File: config.mk
export PLATFORM = sky130hd
export DESIGN_NAME = conv11_sched_flat
export DESIGN_NICKNAME = d
export VERILOG_FILES = /design/src/rtl/conv11_sched_if.sv /design/src/rtl/conv11_sched.sv /design/src/flat_wrapper.sv
export SDC_FILE = /design/constraint.sdc
export NUM_CORES = 1
export LEC_CHECK = 0
export BUFFER_PORTS_ARGS = -buffer_cell sky130_fd_sc_hd__buf_4
export CAP_MARGIN = 0
export CORE_AREA = 2 2 181 183
export CTS_BUF_LIST = sky130_fd_sc_hd__clkbuf_4
export CTS_CLUSTER_DIAMETER = 30
export DETAILED_ROUTE_END_ITERATION = 12
export DIE_AREA = 0 0 183 185
export GPL_ROUTABILITY_DRIVEN = 0
export HOLD_SLACK_MARGIN = 0.06
export PLACE_DENSITY = 0.47
export SLEW_MARGIN = 20
export SYNTH_ARGS = -nofsm -noshare
export SYNTH_HDL_FRONTEND = slang
export SYNTH_SLANG_ARGS = --single-unit
File: constraint.sdc
create_clock -name clk -period 4.5 [get_ports clk]
set_clock_uncertainty 0.15 [all_clocks]
set_input_delay 1.125 -clock clk [delete_from_list [all_inputs] [get_ports clk]]
set_output_delay 1.125 -clock clk [all_outputs]
set_load 0.02 [all_outputs]
File: src/rtl/conv11_sched_if.sv
// Bus bundle between the 1x1 convolution sequencer and its surroundings.
//   master modport: the sequencer (conv11_sched)
//   slave  modport: environment (feature-map buffer, weight ROM, datapath,
//                   result buffer, run controller)
// Signals:
//   start/busy/done         run control
//   fm_addr/fm_rdata        feature-map buffer read (1-cycle read latency)
//   wt_addr/wt_rdata        weight ROM read, w1..w12 then bias (1-cycle latency)
//   conv_en/conv_in/conv_w  datapath drive
//   conv_value              datapath result (1 cycle after conv_en)
//   res_we/res_addr/res_data result buffer write
interface conv11_sched_if #(
    parameter int BIT_WIDTH = 8,
    parameter int OUT_WIDTH = 32,
    parameter int FM_AW     = 6,
    parameter int OC_AW     = 4,
    parameter int RES_AW    = 10
);
    logic                        start;
    logic                        busy;
    logic                        done;
    logic [FM_AW-1:0]            fm_addr;
    logic [12*BIT_WIDTH-1:0]     fm_rdata;
    logic [OC_AW-1:0]            wt_addr;
    logic [13*BIT_WIDTH-1:0]     wt_rdata;
    logic                        conv_en;
    logic [12*BIT_WIDTH-1:0]     conv_in;
    logic [13*BIT_WIDTH-1:0]     conv_w;
    logic signed [OUT_WIDTH-1:0] conv_value;
    logic                        res_we;
    logic [RES_AW-1:0]           res_addr;
    logic [BIT_WIDTH-1:0]        res_data;

    modport master (
        input  start, fm_rdata, wt_rdata, conv_value,
        output busy, done, fm_addr, wt_addr, conv_en, conv_in, conv_w,
               res_we, res_addr, res_data
    );

    modport slave (
        output start, fm_rdata, wt_rdata, conv_value,
        input  busy, done, fm_addr, wt_addr, conv_en, conv_in, conv_w,
               res_we, res_addr, res_data
    );
endinterface

File: src/rtl/conv11_sched.sv
// Sequencer for the 12-channel 1x1 convolution datapath on a 6x6 map.
// For each output channel: fetch weights+bias, latch them onto conv_w, stream
// all MAP_SIZE pixels through the datapath one per cycle, requantize each
// 32-bit result (ReLU, arithmetic shift, saturate to 0..127) and write it to
// the result buffer at oc*MAP_SIZE + pixel.
// Ports:
//   clk, rst_n  clock, asynchronous active-low reset
//   bus         conv11_sched_if.master (run control, fm/wt reads,
//               datapath drive, result writes)
module conv11_sched #(
    parameter int BIT_WIDTH = 8,
    parameter int OUT_WIDTH = 32,
    parameter int MAP_SIZE  = 36,
    parameter int OUT_CH    = 16,
    parameter int SHIFT     = 7,
    parameter int FM_AW     = 6,
    parameter int OC_AW     = 4,
    parameter int RES_AW    = 10
) (
    input logic             clk,
    input logic             rst_n,
    conv11_sched_if.master  bus
);

    typedef enum logic [2:0] {
        S_IDLE, S_LOAD_W, S_LATCH_W, S_STREAM, S_DRAIN0, S_DRAIN1, S_FIN
    } state_t;

    localparam logic [FM_AW-1:0] P_LAST  = FM_AW'(MAP_SIZE - 1);
    localparam logic [OC_AW-1:0] OC_LAST = OC_AW'(OUT_CH - 1);
    localparam logic signed [OUT_WIDTH-1:0] SAT_MAX =
        OUT_WIDTH'((1 << (BIT_WIDTH - 1)) - 1);

    state_t                   state, state_nxt;
    logic [OC_AW-1:0]         oc;
    logic [FM_AW-1:0]         p;
    logic [13*BIT_WIDTH-1:0]  conv_w_q;

    logic busy_c, done_c, issue, latch_w;

    logic                     vld_p0, vld_p1;
    logic [OC_AW-1:0]         tag_oc_p0, tag_oc_p1;
    logic [FM_AW-1:0]         tag_p_p0, tag_p_p1;
    logic                     res_we_p2;
    logic [RES_AW-1:0]        res_addr_p2;
    logic [BIT_WIDTH-1:0]     res_data_p2;

    // ReLU, arithmetic shift, saturate to the positive activation range.
    function automatic logic [BIT_WIDTH-1:0] requant(
        input logic signed [OUT_WIDTH-1:0] v
    );
        logic signed [OUT_WIDTH-1:0] s;
        s = v >>> SHIFT;
        if (v[OUT_WIDTH-1])
            requant = '0;
        else if (s > SAT_MAX)
            requant = SAT_MAX[BIT_WIDTH-1:0];
        else
            requant = s[BIT_WIDTH-1:0];
    endfunction

    always_ff @(posedge clk or negedge rst_n) begin
        if (!rst_n)
            state <= S_IDLE;
        else
            state <= state_nxt;
    end

    always_comb begin
        state_nxt = state;
        case (state)
            S_IDLE:    if (bus.start) state_nxt = S_LOAD_W;
            S_LOAD_W:  state_nxt = S_LATCH_W;
            S_LATCH_W: state_nxt = S_STREAM;
            S_STREAM:  if (p == P_LAST) state_nxt = S_DRAIN0;
            S_DRAIN0:  state_nxt = S_DRAIN1;
            S_DRAIN1:  state_nxt = (oc == OC_LAST) ? S_FIN : S_LOAD_W;
            S_FIN:     state_nxt = S_IDLE;   // start in this cycle is dropped
            default:   state_nxt = S_IDLE;
        endcase
    end

    always_comb begin
        busy_c  = 1'b0;
        done_c  = 1'b0;
        issue   = 1'b0;
        latch_w = 1'b0;
        case (state)
            S_LOAD_W:  busy_c = 1'b1;
            S_LATCH_W: begin busy_c = 1'b1; latch_w = 1'b1; end
            S_STREAM:  begin busy_c = 1'b1; issue = 1'b1; end
            S_DRAIN0:  busy_c = 1'b1;
            S_DRAIN1:  busy_c = 1'b1;
            S_FIN:     done_c = 1'b1;
            default:   ;
        endcase
    end

    always_ff @(posedge clk or negedge rst_n) begin
        if (!rst_n) begin
            oc <= '0;
            p  <= '0;
        end else begin
            if (state == S_FIN || (state == S_IDLE && bus.start))
                oc <= '0;
            else if (state == S_DRAIN1 && oc != OC_LAST)
                oc <= oc + OC_AW'(1);
            if (latch_w || state == S_FIN)
                p <= '0;
            else if (issue)
                p <= p + FM_AW'(1);
        end
    end

    // Weights stay on conv_w until the next LATCH_W, which only follows DRAIN.
    always_ff @(posedge clk or negedge rst_n) begin
        if (!rst_n)
            conv_w_q <= '0;
        else if (latch_w)
            conv_w_q <= bus.wt_rdata;
    end

    // ---- stage p0: pixel read issued last cycle, datapath enabled now ----
    // ---- stage p1: datapath result valid on conv_value ----
    always_ff @(posedge clk or negedge rst_n) begin
        if (!rst_n) begin
            vld_p0 <= 1'b0;
            vld_p1 <= 1'b0;
        end else begin
            vld_p0 <= issue;
            vld_p1 <= vld_p0;
        end
    end

    always_ff @(posedge clk) begin
        tag_oc_p0 <= oc;
        tag_p_p0  <= p;
        tag_oc_p1 <= tag_oc_p0;
        tag_p_p1  <= tag_p_p0;
    end

    // ---- stage p2: registered result write ----
    always_ff @(posedge clk or negedge rst_n) begin
        if (!rst_n) begin
            res_we_p2   <= 1'b0;
            res_addr_p2 <= '0;
            res_data_p2 <= '0;
        end else begin
            res_we_p2 <= vld_p1;
            if (vld_p1) begin
                res_addr_p2 <= RES_AW'(tag_oc_p1) * RES_AW'(MAP_SIZE)
                             + RES_AW'(tag_p_p1);
                res_data_p2 <= requant(bus.conv_value);
            end
        end
    end

    assign bus.busy     = busy_c;
    assign bus.done     = done_c;
    assign bus.fm_addr  = issue ? p : '0;
    assign bus.wt_addr  = oc;
    assign bus.conv_en  = vld_p0;
    // The buffer read is already registered, so the pixel lands in the same
    // cycle as conv_en; gating keeps conv_in at zero between pixels.
    assign bus.conv_in  = vld_p0 ? bus.fm_rdata : '0;
    assign bus.conv_w   = conv_w_q;
    assign bus.res_we   = res_we_p2;
    assign bus.res_addr = res_addr_p2;
    assign bus.res_data = res_data_p2;

endmodule

File: src/flat_wrapper.sv
// flat-port wrapper written by rule: the top's interface ports become plain ports
module conv11_sched_flat 
#(
    parameter int BIT_WIDTH = 8,
    parameter int OUT_WIDTH = 32,
    parameter int MAP_SIZE  = 36,
    parameter int OUT_CH    = 16,
    parameter int SHIFT     = 7,
    parameter int FM_AW     = 6,
    parameter int OC_AW     = 4,
    parameter int RES_AW    = 10
)
  (clk, rst_n, bus_start, bus_fm_rdata, bus_wt_rdata, bus_conv_value, bus_busy, bus_done, bus_fm_addr, bus_wt_addr, bus_conv_en, bus_conv_in, bus_conv_w, bus_res_we, bus_res_addr, bus_res_data);
  conv11_sched_if #(.BIT_WIDTH(BIT_WIDTH), .OUT_WIDTH(OUT_WIDTH), .FM_AW(FM_AW), .OC_AW(OC_AW), .RES_AW(RES_AW)) bus_i ();
  input logic clk;
  input logic rst_n;
  input wire logic [$bits(bus_i.start)-1:0] bus_start;
  input wire logic [$bits(bus_i.fm_rdata)-1:0] bus_fm_rdata;
  input wire logic [$bits(bus_i.wt_rdata)-1:0] bus_wt_rdata;
  input wire logic [$bits(bus_i.conv_value)-1:0] bus_conv_value;
  output wire logic [$bits(bus_i.busy)-1:0] bus_busy;
  output wire logic [$bits(bus_i.done)-1:0] bus_done;
  output wire logic [$bits(bus_i.fm_addr)-1:0] bus_fm_addr;
  output wire logic [$bits(bus_i.wt_addr)-1:0] bus_wt_addr;
  output wire logic [$bits(bus_i.conv_en)-1:0] bus_conv_en;
  output wire logic [$bits(bus_i.conv_in)-1:0] bus_conv_in;
  output wire logic [$bits(bus_i.conv_w)-1:0] bus_conv_w;
  output wire logic [$bits(bus_i.res_we)-1:0] bus_res_we;
  output wire logic [$bits(bus_i.res_addr)-1:0] bus_res_addr;
  output wire logic [$bits(bus_i.res_data)-1:0] bus_res_data;
  assign bus_i.start = bus_start;
  assign bus_i.fm_rdata = bus_fm_rdata;
  assign bus_i.wt_rdata = bus_wt_rdata;
  assign bus_i.conv_value = bus_conv_value;
  assign bus_busy = bus_i.busy;
  assign bus_done = bus_i.done;
  assign bus_fm_addr = bus_i.fm_addr;
  assign bus_wt_addr = bus_i.wt_addr;
  assign bus_conv_en = bus_i.conv_en;
  assign bus_conv_in = bus_i.conv_in;
  assign bus_conv_w = bus_i.conv_w;
  assign bus_res_we = bus_i.res_we;
  assign bus_res_addr = bus_i.res_addr;
  assign bus_res_data = bus_i.res_data;
  conv11_sched #(.BIT_WIDTH(BIT_WIDTH), .OUT_WIDTH(OUT_WIDTH), .MAP_SIZE(MAP_SIZE), .OUT_CH(OUT_CH), .SHIFT(SHIFT), .FM_AW(FM_AW), .OC_AW(OC_AW), .RES_AW(RES_AW)) u_core (.clk(clk), .rst_n(rst_n), .bus(bus_i));
endmodule
# ---- Word-level counts from Yosys, hierarchy flattened
# Cells that the tools add are included.
dict set report classes {
  n_mux 16
  n_mul 1
  order_cmp 1
  n_reduce_logical 9
  n_eq_ne 11
  n_addsub 3
}
# op n
set op_table {}
lappend op_table {{two-way mux 96 bit} 1}
lappend op_table {{greater-than comparator 25 x 8 -> 1 bit (second input constant)} 1}
lappend op_table {{two-way mux 6 bit} 3}
lappend op_table {{case mux 3 bit (6 select lines)} 1}
lappend op_table {{two-way mux 8 bit} 2}
lappend op_table {{adder 10 x 6 -> 10 bit} 1}
lappend op_table {{== test 3 bit (second input constant)} 3}
lappend op_table {{two-way mux 3 bit} 3}
lappend op_table {{multiplier 4 x 4 -> 8 bit (second input constant)} 1}
lappend op_table {{two-way mux 4 bit} 2}
lappend op_table {{adder 6 x 1 -> 6 bit (second input constant)} 1}
lappend op_table {{== test 3 x 2 -> 1 bit (second input constant)} 2}
lappend op_table {{== test 6 bit (second input constant)} 1}
lappend op_table {{OR reduction 5 bit} 1}
lappend op_table {{adder 4 x 1 -> 4 bit (second input constant)} 1}
lappend op_table {{== test 4 bit (second input constant)} 1}
lappend op_table {{two-way mux 1 bit} 4}
lappend op_table {{!= test 4 bit (second input constant)} 1}
lappend op_table {{nonzero test 2 bit} 2}
lappend op_table {{== test 3 x 1 -> 1 bit (second input constant)} 1}
lappend op_table {{logical NOT 3 bit} 1}
lappend op_table {{logical AND 1 bit} 2}
lappend op_table {{logical OR 1 bit} 2}
lappend op_table {{!= test 2 x 1 -> 1 bit (second input constant)} 1}
lappend op_table {{other kinds (2)} 2}
dict set report word_totals {
  out_inout_bits 232
  regBits 158
  elab_cells 54
  inputBits 235
}

# ---- Logic depth before layout (Yosys ltp)
# Gate-level depths: netlist (run 1).
dict set report depth {
  depth_word 4
  mapped_depth 7
  ltp_nobuf 7
}

# ---- Worst setup path after synthesis (run 1)
# OpenSTA, ideal clock, no wires.
dict set report synth_timing {
  path_type {in2out}
  start {input port bus_fm_rdata[0]}
  end {output port bus_conv_in[0]}
  path_buffers 0
  slack_ns 1.884
  arrival_time_ns 1.341
  t_required_ns 3.225
  cell_stages 1
  cell_sequence {and2_1}
}
dict set report synth_via {
  elab_chain_cells 1
}
# element line
set synth_rtl {}
lappend synth_rtl {{start: declaration} flat_wrapper.sv:18} ;# input wire logic [$bits(bus_i.fm_rdata)-1:0] bus_fm_rdata;
lappend synth_rtl {{two-way mux 96 bit} conv11_sched.sv:165} ;# assign bus.conv_in = vld_p0 ? bus.fm_rdata : '0;
lappend synth_rtl {{end: declaration} flat_wrapper.sv:26} ;# output wire logic [$bits(bus_i.conv_in)-1:0] bus_conv_in;
# Every way passes these cells.

# ---- Worst setup path in the final report (run 1)
dict set report layout_timing {
  start {register u_core.state[2]}
  end {output port bus_fm_addr[2]}
}
dict set report layout_via {
  elab_chain_cells 3
}
# element line
set layout_rtl {}
lappend layout_rtl {{start: declaration} conv11_sched.sv:34} ;# state_t state, state_nxt;
lappend layout_rtl {{start signal: assignment} conv11_sched.sv:66} ;# state <= state_nxt;
lappend layout_rtl {{== test 3 x 2 -> 1 bit} conv11_sched.sv:88} ;# case (state)
lappend layout_rtl {{two-way mux 1 bit} conv11_sched.sv:88}
lappend layout_rtl {{two-way mux 6 bit} conv11_sched.sv:160} ;# assign bus.fm_addr = issue ? p : '0;
lappend layout_rtl {{end: declaration} flat_wrapper.sv:23} ;# output wire logic [$bits(bus_i.fm_addr)-1:0] bus_fm_addr;
# Every way passes these cells.

==> results of run 1 <==
[area by class of cell]
cell class	count	area, sq um
fillers	3247	21100
flip-flops and latches	158	3850
repair buffers	467	3520
multi-input cells	333	2690
well taps	408	510
clock inverters	15	164
clock buffers	17	128
inverters	15	56.3
diodes	1	2.50
[cell families after synthesis]
family	after synthesis
buffers and inverters	44
adders and majority gates	10
DFF	158
AOI/OAI and AO/OA	35
and+or+nand+nor	167
muxes	113
xor gates and xnor gates	8
[critical path: cells and delay by family (launching register included)]
| kind | cells | cell delay (ns) |
|---|---|---|
| flops | 1 | 0.53 |
| buf+inv | 2 | 0.47 |
| simple gates | 2 | 0.50 |
[through the flow]
step	cell area (sq um)	std cells
after global placement	10600	1381
after detailed placement	10600	1381
after global routing	10900	1414
final	10900	1414
after floorplan	6760	535
after CTS	10900	1413
[state kept, by name (all words and copies together), names as in the netlist]
name and flops:
u_core.p 6, u_core.tag_oc_p0 4, u_core.vld_p1 1, u_core.bus.conv_en 1, u_core.bus.wt_addr 4, u_core.tag_oc_p1 4, u_core.bus.res_addr 10, u_core.bus.res_we 1
u_core.state 3, u_core.bus.conv_w 104, u_core.bus.res_data 8, u_core.tag_p_p0 6, u_core.tag_p_p1 6
[layout by cell type, fill, tap and decap left out, types with 3 or more instances in the layout]
| cell | count |
|---|---|
| buf_4 | 465 |
| dfrtp_1 | 137 |
| mux2_2 | 110 |
| and2_1 | 104 |
| dfxtp_1 | 20 |
| clkbuf_4 | 17 |
| inv_1 | 15 |
| nand2_1 | 14 |
| nor2_1 | 10 |
| nor3_1 | 9 |
| ha_1 | 9 |
| nand3_1 | 8 |
| o21ai_0 | 7 |
| o22ai_1 | 7 |
| nand4_1 | 6 |
| xor2_1 | 5 |
| clkinv_4 | 5 |
| nor2b_1 | 4 |
| a21oi_1 | 3 |
| mux2i_1 | 3 |
| nor4_1 | 3 |
| xnor2_1 | 3 |
| clkinv_2 | 3 |
[power groups by stage]
stage / Sequential (mW) / Combinational [mW] / Clock (mW)
global placement: 1.52 / 0.551 / 0
CTS: 1.49 / 0.553 / 0.956
global route: 1.50 / 0.578 / 1.02
floorplan: 1.58 / 0.138 / 0
finish: 1.49 / 0.543 / 0.900
detailed placement: 1.52 / 0.552 / 0
[cells in the mapped netlist, drive strengths merged (4+ instances only)]
cell type  instances  area, sq um
and2             104          651
buf               16          110
clkbuf            13         48.8
dfrtp            138         3450
dfxtp             20          400
ha                 9          113
inv               15         56.3
mux2             110         1240
nand2             14         52.6
nand3              8         40.0
nand4              6         37.5
nor2              11         43.8
nor2b              4         25.0
nor3               9         45.0
o21ai              7         35.0
o22ai              7         43.8
xor2               5         43.8
[how the worst max path moves through the flow]
| stage | slack (ns) | to | cells after the start | from |
|---|---|---|---|---|
| global route | 0.92 | bus_fm_addr[4] | 4 | u_core.state[2] |
| detailed placement | 1.61 | bus_conv_in[27] | 3 | bus_fm_rdata[27] |
| floorplan | 1.88 | bus_conv_in[0] | 1 | bus_fm_rdata[0] |
| CTS | 1.07 | bus_fm_addr[2] | 4 | u_core.state[2] |
| global placement | 1.61 | bus_conv_in[27] | 3 | bus_fm_rdata[27] |
| finish | 1.16 | bus_fm_addr[2] | 4 | u_core.state[2] |
[metal layers]
layer,global-route usage,wire length [microns],up-vias
met5,0,0,-
met4,0.0310,187,0
met3,0.0401,1640,9
met2,0.214,11200,239
met1,0.151,8980,2657
li1,-,-,2753
==> results.toml, run 1 <==
[outcome]
status = "complete, no violations"

[yosys]
yosys_register_bits = 158
syn_area_sq_mm = 0.00676
synth_compound_area_frac = 0.0359
synth.area.mux_share = 0.188
yosysSeqAreaShare = 0.570
syn-instance-count = 535
synth-xor-area-share = 0.0104
synth-adder-area-share = 0.0196
synth_enable_flop_cells = 0
ys.flop_type = "dfrtp_1"
synth_top_family_by_area = "multiplexers"
async_reset_ff_frac = 0.873
synth_nets = 780
synth_warnings = 0
synthSimpleGateAreaFrac = 0.144
syn_area_per_cell_sq_um = 12.6
synth_cell_types = 44

[grt]
grt_pass1_wl_microns = 32000
antenna_found_initial = 1
grt_usage = 0.125
overflow = 0
first_global_vias = 5448
grt_max_degree = 75

[cells_and_area]
nets = 1237
drive_gt1_frac = 0.609
area_growth_syn_to_layout_pct = 61.8
final_util = 0.341

[worst_setup_path]
worst-r2r-setup-slack_ns = 1.88
path_class = "reg -> out"
worstPathRequired_ns = 3.22
crit_path_cell_trace = "nand3b_1 -> inv_1 -> and2_1 -> buf_4"
cp.arrival_ns = 2.06
r2r-start = "u_core.state[0]"
end_kind = "output pin"
max_stage_delay_ns = 0.53
cp-start-kind = "register"
r2r-end = "u_core.bus.conv_w[5]"
cp_max_fo = 14
slowest_stage = "dfrtp_1"
reg2reg_depth = 5

[routing]
dr.first_iter.drc_count = 196
drt-total-wl_microns = 22000
drcViolationCount = 0
dr.pass1.iters = 4
num_vias = 5658
drtAntennaViolNets = 0
viasPerCell = 4.00
wl_per_cell_microns = 15.6

[power_and_ir_drop]
power.density_mw_per_mm2 = 269
fin_total_pwr_mw = 2.94
vdd.ir_drop.worst_uv = 179
pwr-share-comb = 0.185
power_frac_seq = 0.509
p_leak_nw = 5.21
swShare = 0.282
power_switching_uw = 829
p_clk_frac = 0.307
intPower_mw = 2.11

[place]
port_buffers = 459
place_hpwl_microns = 17300
post-place-ws_ns = 1.61

[clocking]
htree_levels = 4
cts_tree = "built"
cts_setup_buffers = 0
clockRootBuffer = "clkbuf_4"
cts_hold_buffers = 0
cts_resized = 0
numCtsBuffers = 17
clk_path_buf_depth = 2
insertion_delay_ns = 0.56
path_clk_slew_ns = 0.15
cts_sinks = 158

[sta]
rsz0062_at_grt = "false"
slew_headroom = 0.384
fin_hold_ws_ns = 0.187
setup_ws_ns = 1.16
fin_setup_tns_ns = 0
worst_pin_slew_ns = 0.922
finalCritPeriodShare = 0.742
final-hold-violation-count = 0
fmax_ghz = 0.300
period_needed_ns = 3.34
setup_violations = 0
slew_viol_final = 0

[die]
initial_core_util = 0.211
die_x_microns = 183
die_h_microns = 185
num_rows = 66
dieArea_sq_mm = 0.0339
fp.coreArea_sq_mm = 0.0320
num_io_pins = 467

[worst_hold_path]
hold_path_class = "reg -> reg"
hold_depth = 0
whs_endpoint = "u_core.tag_p_p1[3]"
worstHoldStart = "u_core.tag_p_p0[3]"

[flow_run]
cap_viol_max_count = 0
(Power assumes the default switching activity.)
==> inputs of run 2 (changes only) <==
CORE_AREA = 2 2 180 182   (was 2 2 181 183)
DIE_AREA = 0 0 182 184   (was 0 0 183 185)
PLACE_DENSITY = 0.49   (was 0.47)
clock period = 2.9 ns   (was 4.5 ns; I/O delays follow)
==> run 2 against run 1 <==
  * Sequential share of layout area fell by 0.62 points
  * First-iteration DRC count is 5.6% lower
  * Worst setup slack worse by 0.99 ns
  * Global-route usage increased by 0.43 points
==> results.toml, run 2 (synthesized netlist as in run 1, its figures left out) <==
[clocking]
htree_levels = 4
clk_path_buf_depth = 2
cts_tree = "built"
cts_sinks = 158
path_clk_slew_ns = 0.14
insertion_delay_ns = 0.53
numCtsBuffers = 17
clockRootBuffer = "clkbuf_4"

[place]
post-place-ws_ns = 0.559
placed_cells = 1383
port_buffers = 459
place_hpwl_microns = 18100
place_area_sq_mm = 0.0108

[worst_setup_path]
end_kind = "output pin"
cp-start-kind = "register"
worstPathRequired_ns = 2.03
cp_max_fo = 12
cp.arrival_ns = 1.85
r2r-start = "u_core.tag_oc_p1[3]"
path_class = "reg -> out"
startpoint = "u_core.state[0]"

[sta]
finalCritPeriodShare = 0.939
slew_headroom = 0.447
setup_violations = 0
setup_ws_ns = 0.177
fin_hold_ws_ns = 0.185
rsz0062_at_grt = "false"
final-hold-violation-count = 0
fmax_ghz = 0.367
period_needed_ns = 2.72
worst_pin_slew_ns = 0.830
slew_viol_final = 0
fin_setup_tns_ns = 0

[power_and_ir_drop]
pwr-share-comb = 0.181
vdd.ir_drop.worst_uv = 249
power.density_mw_per_mm2 = 421
power_switching_mw = 1.30
power_frac_seq = 0.494
swShare = 0.277
p_clk_frac = 0.325
fin_total_pwr_mw = 4.69
intPower_mw = 3.39
p_leak_nw = 5.30

[cells_and_area]
fin_cells = 1419
nets = 1248
final_cell_area_sq_mm = 0.0111
area_growth_syn_to_layout_pct = 64.7
final_common_cell = "buf_4"
final_util = 0.355
largest_register_ffs = 104
drive_gt1_frac = 0.614
layout_common_cells = "469 x buf_4, 136 x dfrtp_1, 110 x mux2_2"

[grt]
grt_pass1_wl_microns = 33100
grt_usage = 0.129
first_global_vias = 5905
grt_max_degree = 83
antenna_found_initial = 1
overflow = 0

[routing]
dr.first_iter.drc_count = 185
viasPerCell = 4.06
num_vias = 5762
wl_per_cell_microns = 15.8
drcViolationCount = 0
dr.pass1.iters = 4
drtAntennaViolNets = 0
drt-total-wl_microns = 22500

[worst_hold_path]
worstHoldStart = "u_core.tag_oc_p0[3]"
hold_path_class = "reg -> reg"

[die]
num_io_pins = 467
die_h_microns = 184
die_x_microns = 182
dieArea_sq_mm = 0.0335
num_rows = 65
initial_core_util = 0.215
fp.coreArea_sq_mm = 0.0314

[flow_run]
cap_viol_max_count = 0

[outcome]
status = "complete, no violations"
## run 2: worst paths after layout
path | end | slack, ns | cells after the start
worst min-delay path | u_core.tag_oc_p1[3] | 0.18 | 0
max in group asynchronous | u_core.bus.conv_w[20] | 1.38 | 3
worst max-delay path | bus_fm_addr[4] | 0.18 | 4
worst min register to register | u_core.tag_oc_p1[3] | 0.18 | 0
min in group asynchronous | u_core.bus.conv_w[38] | 0.56 | 2
worst max register to register | u_core.bus.res_addr[9] | 0.67 | 6
## run 2: power groups by stage
stage / logic (mW) / registers [mW] / clock network (mW)
after global placement: 0.859 / 2.36 / 0
final: 0.849 / 2.32 / 1.52
after detailed placement: 0.862 / 2.36 / 0
after global routing: 0.905 / 2.33 / 1.71
after floorplan: 0.214 / 2.46 / 0
after CTS: 0.864 / 2.32 / 1.61
## run 2: layout make-up
| class | instances | area (sq um) |
|---|---|---|
| flip-flops and latches | 158 | 3860 |
| fillers | 3187 | 20300 |
| clock buffers | 18 | 135 |
| well taps | 402 | 503 |
| clock inverters | 14 | 198 |
| diodes | 1 | 2.50 |
| repair buffers | 478 | 3680 |
| inverters | 15 | 60.1 |
| multi-input cells | 333 | 2690 |
## run 2: worst max-delay path: stages, from the launching register on
cell        delay, ns
dfrtp_1          0.53
nand3b_1         0.21
clkinvlp_4       0.21
and2_1           0.21
buf_4            0.16
## run 2: repair_timing
item,CTS,global route
setup buffers,1,1
hold endpoints to repair,53,0
setup endpoints to repair,6,6
hold buffers,1,0
gates cloned,0,0
gates resized for setup,2,0
## run 2: layer usage
layer | part of all wire | GRT usage | vias up
li1 | - | - | 2768
met1 | 0.38 | 0.144 | 2708
met2 | 0.52 | 0.236 | 268
met3 | 0.077 | 0.0368 | 18
met4 | 0.016 | 0.0416 | 0
met5 | 0 | 0 | -
